$ cat src/rtl/rotate_shift_pipe.sv
// Pipelined rotate/shift barrel with valid/ready handshake and tag sideband.
// Modes: ROTR, ROTL, SHR and SHL with zero fill. The amount is applied one power-of-two bit per stage.
module rotate_shift_pipe #(
  parameter  int unsigned WIDTH  = 32,
  parameter  int unsigned TAG_W  = 4,
  localparam int unsigned STAGES = $clog2(WIDTH)
) (
  input  logic              clk,
  input  logic              rst,
  input  logic              in_valid,
  output logic              in_ready,
  input  logic [WIDTH-1:0]  in_data,
  input  logic [STAGES-1:0] in_amt,
  input  logic [1:0]        in_mode,
  input  logic [TAG_W-1:0]  in_tag,
  output logic              out_valid,
  input  logic              out_ready,
  output logic [WIDTH-1:0]  out_data,
  output logic [TAG_W-1:0]  out_tag
);

  typedef enum logic [1:0] {
    MODE_ROTR = 2'b00,
    MODE_ROTL = 2'b01,
    MODE_SHR  = 2'b10,
    MODE_SHL  = 2'b11
  } mode_e;

  // Rank 0 captures the raw beat. Ranks 1..STAGES each apply one amount bit.
  // A result therefore appears STAGES edges after it is accepted.
  logic [STAGES:0]     vld_q, vld_d;
  logic [WIDTH-1:0]    data_q [STAGES+1];
  logic [WIDTH-1:0]    data_d [STAGES+1];
  logic [TAG_W-1:0]    tag_q  [STAGES+1];
  logic [TAG_W-1:0]    tag_d  [STAGES+1];
  mode_e               mode_q [STAGES];
  mode_e               mode_d [STAGES];
  logic [STAGES-1:0]   amt_q  [STAGES];
  logic [STAGES-1:0]   amt_d  [STAGES];
  logic                adv;

  assign out_valid = vld_q[STAGES];
  assign out_data  = data_q[STAGES];
  assign out_tag   = tag_q[STAGES];
  assign adv       = !out_valid || out_ready;
  assign in_ready  = adv && !rst;

  always_comb begin
    logic [STAGES-1:0] amt_c;
    logic [WIDTH-1:0]  src_c;
    logic [WIDTH-1:0]  mv_c;
    int unsigned       sh_c;
    amt_c = '0;
    src_c = '0;
    mv_c  = '0;
    sh_c  = 0;

    vld_d[0]  = in_valid && in_ready;
    data_d[0] = in_data;
    tag_d[0]  = in_tag;
    mode_d[0] = mode_e'(in_mode);
    amt_d[0]  = in_amt;

    for (int unsigned k = 1; k < STAGES; k++) begin
      mode_d[k] = mode_q[k-1];
      amt_d[k]  = amt_q[k-1];
    end

    for (int unsigned k = 0; k < STAGES; k++) begin
      amt_c = amt_q[k];
      src_c = data_q[k];
      sh_c  = 1 << k;
      mv_c  = src_c;
      case (mode_q[k])
        MODE_ROTR: mv_c = (src_c >> sh_c) | (src_c << (WIDTH - sh_c));
        MODE_ROTL: mv_c = (src_c << sh_c) | (src_c >> (WIDTH - sh_c));
        MODE_SHR:  mv_c = src_c >> sh_c;
        MODE_SHL:  mv_c = src_c << sh_c;
        default:   mv_c = src_c;
      endcase
      data_d[k+1] = amt_c[k] ? mv_c : src_c;
      vld_d[k+1]  = vld_q[k];
      tag_d[k+1]  = tag_q[k];
    end
  end

  always_ff @(posedge clk or posedge rst) begin
    if (rst) begin
      vld_q <= '0;
      for (int unsigned k = 0; k <= STAGES; k++) begin
        data_q[k] <= '0;
        tag_q[k]  <= '0;
      end
      for (int unsigned k = 0; k < STAGES; k++) begin
        mode_q[k] <= MODE_ROTR;
        amt_q[k]  <= '0;
      end
    end else if (adv) begin
      vld_q <= vld_d;
      for (int unsigned k = 0; k <= STAGES; k++) begin
        data_q[k] <= data_d[k];
        tag_q[k]  <= tag_d[k];
      end
      for (int unsigned k = 0; k < STAGES; k++) begin
        mode_q[k] <= mode_d[k];
        amt_q[k]  <= amt_d[k];
      end
    end
  end

endmodule

$ cat config.mk
export PLATFORM = sky130hd
export DESIGN_NAME = rotate_shift_pipe
export DESIGN_NICKNAME = d
export VERILOG_FILES = /design/src/rtl/rotate_shift_pipe.sv
export SDC_FILE = /design/constraint.sdc
export NUM_CORES = 1
export LEC_CHECK = 0
export BUFFER_PORTS_ARGS = -buffer_cell sky130_fd_sc_hd__buf_2
export CELL_PAD_IN_SITES_DETAIL_PLACEMENT = 0
export CELL_PAD_IN_SITES_GLOBAL_PLACEMENT = 1
export CORE_UTILIZATION = 47
export DETAILED_ROUTE_END_ITERATION = 12
export GPL_ROUTABILITY_DRIVEN = 0
export HOLD_SLACK_MARGIN = 0.1
export PLACE_DENSITY_LB_ADDON = 0.12
export SETUP_SLACK_MARGIN = 0.5
export SLEW_MARGIN = 20
export SYNTH_ARGS = -nofsm -noshare
export SYNTH_HDL_FRONTEND = slang
export SYNTH_SLANG_ARGS = --single-unit
export TNS_END_PERCENT = 10
$ cat constraint.sdc
create_clock -name clk -period 9.85 [get_ports clk]
set_input_delay 0.985 -clock clk [delete_from_list [all_inputs] [get_ports clk]]
set_output_delay 0.985 -clock clk [all_outputs]
set_load 0.01 [all_outputs]
* After elaboration in Yosys (flattened, before gate mapping)
Index checks and enable logic that the tools add are counted.
** Cells by class
- Reductions and logical operators :: 11
- Equal/unequal tests :: 15
- Bitwise logic cells :: 9
- Mux-type cells :: 10
** Operators by type and width (count)
- $pmux W32 S4 :: 4
- $mux W32 :: 5
- $pmux W32 S3 :: 1
- $or A24 B32 Y32 :: 1
- $or A28 B32 Y32 :: 1
- $or A30 B32 Y32 :: 1
- $or A31 B32 Y32 :: 1
- $or A32 B1 Y32 :: 1
- $or A32 B16 Y32 :: 1
- $or A32 B2 Y32 :: 1
- $or A32 B4 Y32 :: 1
- $or A32 B8 Y32 :: 1
- $eq A2 B2 Y1 const B :: 10
- $eq A2 B1 Y1 const B :: 5
- $logic_not A2 Y1 :: 5
- $logic_and A1 B1 Y1 :: 2
- $logic_not A1 Y1 :: 2
- $reduce_or A2 Y1 :: 1
- $logic_or A1 B1 Y1 :: 1
** Storage, ports and cells
- Output and inout bits :: 38
- Input port bits :: 47
- Register bits :: 257

* Depth between registers and ports, before layout
Gate-level depths: netlist of the first run.
- Depth in word-level cells :: 4
- Gate-level depth with buffers :: 6

* Worst setup path after synthesis of the first run
OpenSTA, ideal clock, no wires.
- Path kind :: input port to flip-flop
- Start point :: input rst
- End point :: register vld_q[0]
- Data required time :: 9752 ps
- Path slack :: 3298 ps
- Stages :: 3
- Arrival :: 6454 ps
- Cell sequence :: inv_1 nand2_1 o21ai_1
** On the way
- Longest elaborated chain between the ends :: 3
** RTL lines
- start: declaration :: RTL line 9 : input logic rst,
- $logic_not A1 Y1 (no source line)
- $logic_and A1 B1 Y1 :: RTL line 46 : assign in_ready = adv && !rst;
- $logic_and A1 B1 Y1 :: RTL line 58 : vld_d[0] = in_valid && in_ready;
- end signal: assignment :: RTL line 99 : vld_q <= vld_d;
- end: declaration :: RTL line 31 : logic [STAGES:0] vld_q, vld_d;
No other way between the ends.
A chain may end at the register's enable or synchronous reset.

* Final worst setup path of the first run
- Start point :: input out_ready
- End point :: output in_ready
** On the way
- Longest elaborated chain between the ends :: 2
** RTL lines
- start: declaration :: RTL line 17 : input logic out_ready,
- $logic_or A1 B1 Y1 :: RTL line 45 : assign adv = !out_valid || out_ready;
- $logic_and A1 B1 Y1 :: RTL line 46
- end: declaration :: RTL line 11 : output logic in_ready,
No other way between the ends.

==> summary.txt, run 1 <==
CTS
  • Clk Latency, worst-skew pair: 540 ps
  • CTS buffer count: 29
  • Clock Path Buffers: 3
  • Clk pin slew, worst setup/hold paths: 50 ps
  • Setup Buffers After CTS: 0
  • Resized Gates After CTS: 0
  • Sink Count: 247
  • H-Tree Level Count: 1
  • CTS tree: yes
  • Hold Buf Count CTS: 0
  • Root cell of the clock tree: clkbuf_16

Timing
  • Fin crit share: 29.7%
  • Final hold vios: 0
  • Slew Limit Headroom: 33.2%
  • Setup TNS: 0 ps
  • Actual slew at the worst max-slew pin: 1000 ps
  • Max Freq: 341 MHz
  • Min Tclk post-route: 2930 ps
  • Final Slew Violations: 0
  • Final setup fails: 0
  • Clock skew: 9.50 ps
  • Unrepaired setup endpoints after global routing: no
  • Final hold slack: 458 ps

Synth
  • Post-synth ARST share: 100%
  • Register area share after synthesis: 50.3%
  • Cell Area, Synth: 0.0123 mm²
  • Yosys reg bits: 247
  • Largest area contributor in the netlist: dfrtp_1
  • Yosys Warn Count: 0
  • Mapped Cells: 1285
  • Post-synth EDFFs: 0
  • Syn Nets: 1332
  • Main synth FF type: dfrtp_1
  • Synth cell count leaders: 270 x nand2_1, 247 x dfrtp_1, 152 x nor2_1, 98 x mux2i_1
  • Top-area cell type share of the netlist area: 50.3%
  • Count leader, synth: nand2_1
  • Netlist cell types: 31
  • Main area contributors after synthesis: dfrtp_1 50%, nand2_1 8.2%, mux2i_1 8.0%
  • Mean post-synth cell area: 9.56 µm²

Detailed routing
  • Vias per cell: 5.44
  • M1 WL: 12900 µm
  • Met3 wire len: 751 µm
  • WL/cell: 16.9 µm
  • Vias: 8838
  • Detailed-route wire length: 27400 µm
  • Drt initial violations: 674
  • Drt pass-1 iters: 5
  • Top layer used by detailed routing: met4
  • DR WL met2: 12900 µm
  • Remaining antenna violation count: 0
  • Post-route DRC: 0

Power
  • Maximum VDD drop: 0.161 mV
  • Pleak: 6.46 nW
  • Cell Pwr Density: 364 mW/mm²
  • Power, Total: 4.84 mW

Worst setup path
  • Worst Setup SP: out_ready
  • Worst setup EP type: primary output
  • Worst path max stage delay: 480 ps
  • Critical Path RT: 8870 ps
  • CP max stage cell: buf_4
  • Worst R2R Start: vld_q[5]
  • Crit path max fanout: 57
  • Worst path most repeated cell: buf_2
  • Critical path class: in2out
  • CP Launch Type: input port
  • Worst EP arrival: 1940 ps
  • Cell Chain, Critical Path: buf_2, nor2b_4, buf_4, nor2_1, buf_2

Placement
  • Post-DP Area: 0.0124 mm²
  • PortBufs: 84
  • Dpl cells: 1573
  • Final HPWL from detailed placement: 17900 µm

Final layout
  • Post-Layout Cell Count: 1626
  • Ant diodes: 0
  • Layout overhead on the synthesized area: 8.16%
  • Ratio of cells with drive above 1 in the final layout: 11.7%
  • Final instance area: 0.0133 mm²
  • Final net count: 1321

Floorplanning
  • Initial Util: 48.4%
  • DIE AREA: 0.0268 mm²
  • Die Y: 164 µm
  • Ports: 85
  • Die W: 164 µm
  • Core Box Area: 0.0254 mm²
  • Row count: 58

Global route
  • GRT Total Usage: 21.1%
  • Vias in the first global route: 8404
  • Congestion Overflow GR: 0
  • First-pass GRT wire length: 45600 µm
  • Pin count of the biggest net entering global routing: 207
  • Initial antenna violation count: 0

Worst hold path
  • HP Class: reg2reg
  • Worst hold start: vld_q[4]

Outcome
  • Outcome: finished clean

Run
  • Max_cap viols: 0
-- power breakdown --
| part | internal (mW) | switching [mW] | total (mW) |
|---|---|---|---|
| clock network | 0.636 | 0.409 | 1.05 |
| registers | 1.50 | 0.540 | 2.04 |
| logic | 0.804 | 0.954 | 1.76 |
| total | 2.94 | 1.90 | 4.84 |
-- registers in the layout, indices dropped and copies added, names as in the netlist --
name,cells
amt_q,1
mode_d,8
data_q,160
out_data,32
out_tag,4
mode_q,2
vld_q,6
amt_d,14
tag_d,20
-- kinds of logic after synthesis --
| logic type | after synthesis | share of synthesized area [%] |
|---|---|---|
| AOI/OAI and AO/OA | 350 | 20.3 |
| buffers and inverters | 152 | 7.71 |
| DFF | 247 | 50.3 |
| muxes | 98 | 7.98 |
| and+or+nand+nor | 438 | 13.7 |
-- layout by cell type, fill, tap and decap left out, types with 9 or more instances in the layout --
master       n
nand2_1    270
dfrtp_1    245
nor2_1     152
mux2i_1     98
a211oi_1    94
a21o_1      94
buf_2       84
a221oi_1    41
o21ai_0     39
o21ai_1     34
clkbuf_16   29
o211ai_1    16
nand2b_1    12
a31oi_1     11
buf_4       11
a21oi_1     10
inv_1        9
-- metrics by stage --
stage	utilization, %	worst slack (ps)
after global routing	52.3	6850
after detailed placement	48.6	6740
after global placement	48.6	6790
after CTS	52.3	6920
final	52.3	6920
after floorplan	-	2060
-- metal layers --
metal / up-vias / global-route usage, %
met5: - / 0
met2: 142 / 34.0
li1: 4431 / -
met4: 0 / 7.58
met1: 4217 / 29.3
met3: 48 / 2.68
-- critical path, delay by kind of cell --
family,cells,cell delay [ps]
buffers and inverters,3,760
AND/OR/NAND/NOR,2,160
-- final cells by class --
| type | instances | area, µm² |
|---|---|---|
| fill | 2389 | 12100 |
| sequential | 247 | 6180 |
| multi-input combinational | 886 | 5170 |
| clock buffer | 43 | 838 |
| timing repair buffer | 96 | 523 |
| tap | 330 | 413 |
| clock inverter | 10 | 100 |
| inverter | 14 | 60.1 |
-- worst paths after layout --
kind / to / slack, ps / depth (start not counted)
worst max-delay path: in_ready / 6920 / 5
worst min-delay path: vld_q[4] / 460 / 2
worst max register to register: data_q[38] / 7480 / 4
worst min register to register: vld_q[4] / 460 / 2
max in group asynchronous: data_q[66] / 7790 / 3
min in group asynchronous: data_q[166] / 590 / 2
No activity file was read; power rests on OpenSTA's default activity.
==> run 2: changes to the inputs <==
--- a/config.mk
+++ b/config.mk
@@ -5,10 +5,11 @@
 export SDC_FILE = /design/constraint.sdc
 export NUM_CORES = 1
 export LEC_CHECK = 0
+export ABC_AREA = 1
 export BUFFER_PORTS_ARGS = -buffer_cell sky130_fd_sc_hd__buf_2
 export CELL_PAD_IN_SITES_DETAIL_PLACEMENT = 0
 export CELL_PAD_IN_SITES_GLOBAL_PLACEMENT = 1
-export CORE_UTILIZATION = 47
+export CORE_UTILIZATION = 44
 export DETAILED_ROUTE_END_ITERATION = 12
 export GPL_ROUTABILITY_DRIVEN = 0
 export HOLD_SLACK_MARGIN = 0.1
==> constraint.sdc (replaced) <==
create_clock -name clk -period 2.94 [get_ports clk]
set_input_delay 0.294 -clock clk [delete_from_list [all_inputs] [get_ports clk]]
set_output_delay 0.294 -clock clk [all_outputs]
set_load 0.01 [all_outputs]
==> run 2 against run 1 <==
Register-to-register slack lost 6400 ps. Power grew to 3.6 times the previous value. Non-clock buffer count grew 54. Largest power group is now combinational cells. Sequential share of layout area shrank 5.6 points. Worst hold slack lost 59 ps. Cell count grew 46%.
==> summary.txt, run 2 <==
Outcome
  • Outcome: finished clean

Final layout
  • Layout overhead on the synthesized area: 13.3%
  • Most frequent cells in the layout: 679 x nand2_1, 266 x inv_1, 246 x dfrtp_1
  • Final instance area: 0.0151 mm²
  • Ant diodes: 0
  • Number of fill cells: 2998
  • Register area: 0.00618 mm²
  • Max reg flops: 160
  • Ratio of cells with drive above 1 in the final layout: 8.41%
  • Commonest non-fill, non-tap cell in the layout: nand2_1
  • Final net count: 2009
  • Largest Register: data_q
  • Multi-input gate area: 0.00527 mm²

Synth
  • Top-area cell type share of the netlist area: 46.4%
  • Yosys Warn Count: 0
  • Yosys reg bits: 247
  • Largest area contributor in the netlist: dfrtp_1
  • Synth cell count leaders: 679 x nand2_1, 267 x inv_1, 247 x dfrtp_1, 178 x nor2_1, 145 x nand3_1
  • Post-synth ARST share: 100%
  • Mapped Cells: 1928
  • Register area share after synthesis: 46.4%
  • Main area contributors after synthesis: dfrtp_1 46%, nand2_1 19%, inv_1 7.5%
  • Netlist cell types: 18
  • Syn Nets: 1975
  • Main synth FF type: dfrtp_1
  • Post-synth EDFFs: 0
  • Count leader, synth: nand2_1
  • Mean post-synth cell area: 6.91 µm²
  • Cell Area, Synth: 0.0133 mm²

Timing
  • Max Freq: 462 MHz
  • Final hold vios: 0
  • Clock skew: 8.90 ps
  • Final Slew Violations: 0
  • Setup TNS: 0 ps
  • Final setup fails: 0
  • Min Tclk post-route: 2170 ps
  • Actual slew at the worst max-slew pin: 984 ps
  • Fin crit share: 73.7%
  • Unrepaired setup endpoints after global routing: no
  • Slew Limit Headroom: 34.3%

Floorplanning
  • Die W: 176 µm
  • Die Y: 176 µm
  • Core Box Area: 0.0297 mm²
  • DIE AREA: 0.0310 mm²
  • Ports: 85
  • Row count: 63
  • Initial Util: 44.8%

Worst setup path
  • Critical Path RT: 2650 ps
  • CP Launch Type: flop
  • Critical path class: reg2out
  • Worst setup EP type: primary output
  • Crit path max fanout: 39
  • Worst EP arrival: 1870 ps

Global route
  • Pin count of the biggest net entering global routing: 195
  • Initial antenna violation count: 0
  • GRT Total Usage: 23.6%
  • Vias in the first global route: 11104
  • First-pass GRT wire length: 59200 µm
  • Congestion Overflow GR: 0

CTS
  • Root cell of the clock tree: clkbuf_16
  • Clock Path Buffers: 3
  • Sink Count: 247
  • CTS tree: yes
  • CTS buffer count: 29
  • Clk pin slew, worst setup/hold paths: 60 ps
  • Clk Latency, worst-skew pair: 550 ps
  • H-Tree Level Count: 1

Placement
  • Final HPWL from detailed placement: 22300 µm
  • PortBufs: 84
  • Post-DP Area: 0.0136 mm²

Detailed routing
  • Post-route DRC: 0
  • Drt initial violations: 770
  • Vias per cell: 4.89
  • Remaining antenna violation count: 0
  • WL/cell: 14.9 µm
  • Drt pass-1 iters: 4
  • Vias: 11611
  • Detailed-route wire length: 35400 µm

Power
  • Pleak: 8.27 nW
  • Maximum VDD drop: 1.03 mV
  • Cell Pwr Density: 1160 mW/mm²
  • Power, Total: 17.6 mW

Run
  • Max_cap viols: 0

Worst hold path
  • HP Class: in2reg
[run 2: power breakdown]
group | leakage [nW] | internal [mW] | switching (mW)
logic | 4.84 | 2.54 | 4.56
registers | 2.93 | 5.02 | 1.61
clock network | 0.501 | 2.39 | 1.44
total | 8.27 | 9.95 | 7.60
[run 2: logic make-up (layout without fill, tap and decap cells)]
| kind of cell | count (synthesis) | count (layout) | share of synthesized area [%] |
|---|---|---|---|
| compound gates | 255 | 255 | 9.72 |
| buf+inv | 423 | 479 | 14.2 |
| flops | 247 | 247 | 46.4 |
| simple gates | 1003 | 1004 | 29.6 |
[run 2: path summary, 6_finish.rpt]
path | to | depth (start not counted) | slack, ps | startpoint
max in group asynchronous | data_q[87] | 4 | 1650 | rst
max | in_ready | 5 | 770 | vld_q[5]
min reg2reg | vld_q[5] | 2 | 460 | vld_q[4]
min | data_q[178] | 4 | 400 | out_ready
max reg2reg | data_q[80] | 5 | 1040 | vld_q[5]
min in group asynchronous | out_tag[2] | 3 | 410 | rst
[run 2: critical path, stage by stage, from the launching register on]
cell and delay (ps):
dfrtp_2 480, nand2_8 230, clkinv_2 100, buf_6 220, nor2_1 150, buf_2 150
[run 2: what timing repair did]
action,4_1_cts,5_1_grt
hold endpoints to repair,68,0
setup endpoints to repair,0,1
setup buffers,0,0
hold buffers,45,0
resized for setup,0,2
[run 2: layout make-up]
| type | count | area share [%] |
|---|---|---|
| clock buffer | 46 | 5.83 |
| clock inverter | 8 | 0.970 |
| inverter | 275 | 6.87 |
| multi-input combinational | 1259 | 34.9 |
| sequential | 247 | 40.9 |
| tap | 390 | 3.23 |
| timing repair buffer | 150 | 7.25 |
[run 2: through the flow]
step	instances	utilization [%]	hold slack, ps	setup WS (ps)
finish	2375	50.8	399	774
global route	2375	50.8	471	598
CTS	2374	50.7	355	552
detailed placement	2275	45.8	447	976
global placement	2275	45.8	441	988
floorplan	1928	-	404	-600
[run 2: layer usage]
metal / global-route usage, % / part of all wire, %
met3: 2.24 / 3.2
met1: 33.0 / 47
met4: 4.53 / 1.4
met5: 0 / 0
met2: 40.0 / 48
==> run 3: changes to the inputs <==
--- a/config.mk
+++ b/config.mk
@@ -9,7 +9,7 @@
 export BUFFER_PORTS_ARGS = -buffer_cell sky130_fd_sc_hd__buf_2
 export CELL_PAD_IN_SITES_DETAIL_PLACEMENT = 0
 export CELL_PAD_IN_SITES_GLOBAL_PLACEMENT = 1
-export CORE_UTILIZATION = 44
+export CORE_UTILIZATION = 40
 export DETAILED_ROUTE_END_ITERATION = 12
 export GPL_ROUTABILITY_DRIVEN = 0
 export HOLD_SLACK_MARGIN = 0.1
==> constraint.sdc (replaced) <==
create_clock -name clk -period 1.95 [get_ports clk]
set_input_delay 0.195 -clock clk [delete_from_list [all_inputs] [get_ports clk]]
set_output_delay 0.195 -clock clk [all_outputs]
set_load 0.01 [all_outputs]
==> run 3 against run 2 <==
Largest power group unchanged. Critical endpoint unchanged. Combinational power rose by 59%. Power rose by 51%. Critical path depth fell by 1. Via count rose by 0.68%. Clock-buffer cell count did not move. Die area rose by 9.9%. Sequential power rose by 51%. Sequential cell count did not move. Cell area rose by 2.2%. Non-clock buffer count rose by 21. Critical path type unchanged.
==> summary.txt, run 3 (synthesized netlist as in run 2, its figures left out) <==
Outcome
  • Outcome: finished clean

Timing
  • Fin crit share: 77.8%
  • Max Freq: 659 MHz
  • Clock skew: 7.88 ps
  • Final hold vios: 0
  • Final setup fails: 0
  • Min Tclk post-route: 1520 ps
  • Actual slew at the worst max-slew pin: 681 ps
  • Unrepaired setup endpoints after global routing: yes
  • Final Slew Violations: 0
  • Slew Limit Headroom: 54.6%

Power
  • Pleak: 8.41 nW
  • Maximum VDD drop: 0.745 mV
  • Psw: 11.7 mW
  • Comb pwr share: 42.6%
  • Net Sw Frac: 44.0%
  • Flop pwr share: 37.8%
  • Int Pwr: 14.9 mW
  • Cell Pwr Density: 1720 mW/mm²
  • Clock power frac: 19.7%
  • Power, Total: 26.5 mW

Floorplanning
  • Ports: 85
  • Die W: 184 µm
  • DIE AREA: 0.0340 mm²
  • Row count: 66
  • Initial Util: 40.8%
  • Core Box Area: 0.0326 mm²
  • Die Y: 184 µm

Final layout
  • Largest Register: data_q
  • Post-Layout Cell Count: 2445
  • Number of fill cells: 3431
  • Max reg flops: 160
  • Layout overhead on the synthesized area: 15.8%
  • Commonest non-fill, non-tap cell in the layout: nand2_1
  • Final net count: 2030
  • Ant diodes: 0
  • Most frequent cells in the layout: 679 x nand2_1, 266 x inv_1, 246 x dfrtp_1
  • Post-Route Utilization: 47.3%
  • Ratio of cells with drive above 1 in the final layout: 9.09%

Detailed routing
  • Detailed-route wire length: 37300 µm
  • Remaining antenna violation count: 0
  • Drt pass-1 iters: 5
  • Post-route DRC: 0
  • WL/cell: 15.3 µm
  • Vias: 11690
  • Vias per cell: 4.78
  • Drt initial violations: 767

Worst setup path
  • Worst R2R Start: vld_q[5]
  • Crit path max fanout: 2
  • Flop2flop setup slack: 470 ps
  • Crit-path leading delay family: flip-flops
  • CP Launch Type: flop
  • Worst path max stage delay: 440 ps
  • CP max stage cell: dfrtp_2
  • Worst r2r dst: data_q[158]
  • Critical Path RT: 1750 ps
  • Critical path class: reg2out
  • Reg2reg path depth: 7
  • CP Buf/Inv Count: 2
  • Cell Chain, Critical Path: nand2_8, clkinv_8, nor2_4, buf_6
  • Worst setup EP type: primary output
  • Worst EP arrival: 1320 ps

Worst hold path
  • HP Class: in2reg
  • Worst hold start: out_ready
  • WHS Path Cells: 4
  • WHS Endpoint: amt_d[7]

Global route
  • Congestion Overflow GR: 0
  • GRT Total Usage: 22.8%
  • First-pass GRT wire length: 61700 µm
  • Vias in the first global route: 11357
  • Initial antenna violation count: 0
  • Pin count of the biggest net entering global routing: 103

CTS
  • H-Tree Level Count: 1
  • CTS buffer count: 29
  • CTS tree: yes
  • Root cell of the clock tree: clkbuf_16
  • Clk Latency, worst-skew pair: 550 ps
  • Clock Path Buffers: 3
  • Sink Count: 247
  • Clk pin slew, worst setup/hold paths: 60 ps

Placement
  • Dpl cells: 2341
  • Final HPWL from detailed placement: 24300 µm
  • PortBufs: 84

Run
  • Max_cap viols: 0
-- run 3: cell count changes in the layout (fill, tap and decap cells not counted), moves of 3 or more --
cell / previous run / this run
buf_16: 0 / 3
clkbuf_8: 9 / 6
clkbuf_1: 8 / 11
buf_12: 5 / 11
bufinv_16: 4 / 1
buf_4: 15 / 23
-- run 3: worst max path at each step --
stage / startpoint / end / slack [ps] / depth (start not counted)
2_1_floorplan: rst / amt_d[11] / -1490 / 1
3_3_place_gp: vld_q[5] / data_q[39] / 440 / 6
3_5_place_dp: vld_q[5] / data_q[39] / 410 / 6
4_1_cts: vld_q[5] / in_ready / 410 / 4
5_1_grt: vld_q[5] / in_ready / 380 / 4
6_report: vld_q[5] / in_ready / 430 / 4
-- run 3: area by class of cell --
class / count / area [µm²] / share of cell area (%)
Tap cell: 442 / 553 / 3.58
Inverter: 275 / 1050 / 6.80
Sequential cell: 247 / 6180 / 40.1
Clock buffer: 46 / 850 / 5.51
Clock inverter: 5 / 50.0 / 0.324
Multi-Input combinational cell: 1259 / 5280 / 34.2
Timing Repair Buffer: 171 / 1470 / 9.51
-- run 3: metal layers --
metal / up-vias / global-route usage, % / part of all wire (%) / wire length [µm]
li1: 5945 / - / - / -
met1: 5489 / 30.4 / 46 / 17000
met2: 202 / 38.8 / 49 / 18200
met3: 54 / 2.63 / 3.1 / 1160
met4: 0 / 6.50 / 2.5 / 933
met5: - / 0 / 0 / 0
-- run 3: worst reg2reg max path, cell delays in order (launching register included) --
cell and delay (ps):
dfrtp_2 440, nand2_8 90, buf_8 190, bufbuf_16 310, buf_4 170, nand2_1 60, inv_1 50, a21oi_1 50
-- run 3: repair_timing --
item / in CTS / in global routing
hold endpoints to repair: 291 / 0
endpoints found under the setup margin: 144 / 171
cloned: 3 / 1
pin swaps: 1 / 0
resized for setup: 8 / 3
hold buffers: 46 / 0
buffers inserted: 3 / 0
-- run 3: stage by stage --
step	hold WS [ps]	instance area (µm²)	setup WS (ps)	setup TNS [ps]
global placement	397	13900	441	0
global route	192	15400	383	0
finish	182	15400	432	0
floorplan	305	13300	-1490	-368210
detailed placement	405	13900	410	0
CTS	157	15400	409	0
-- run 3: power groups by stage --
stage               registers (mW)  clock network [mW]  logic, mW
global placement              10.1                   0       10.9
CTS                           10.1                5.37       11.3
floorplan                     8.93                   0       9.12
global route                  10.4                5.55       13.1
finish                        10.0                5.22       11.3
detailed placement            10.1                   0       11.0
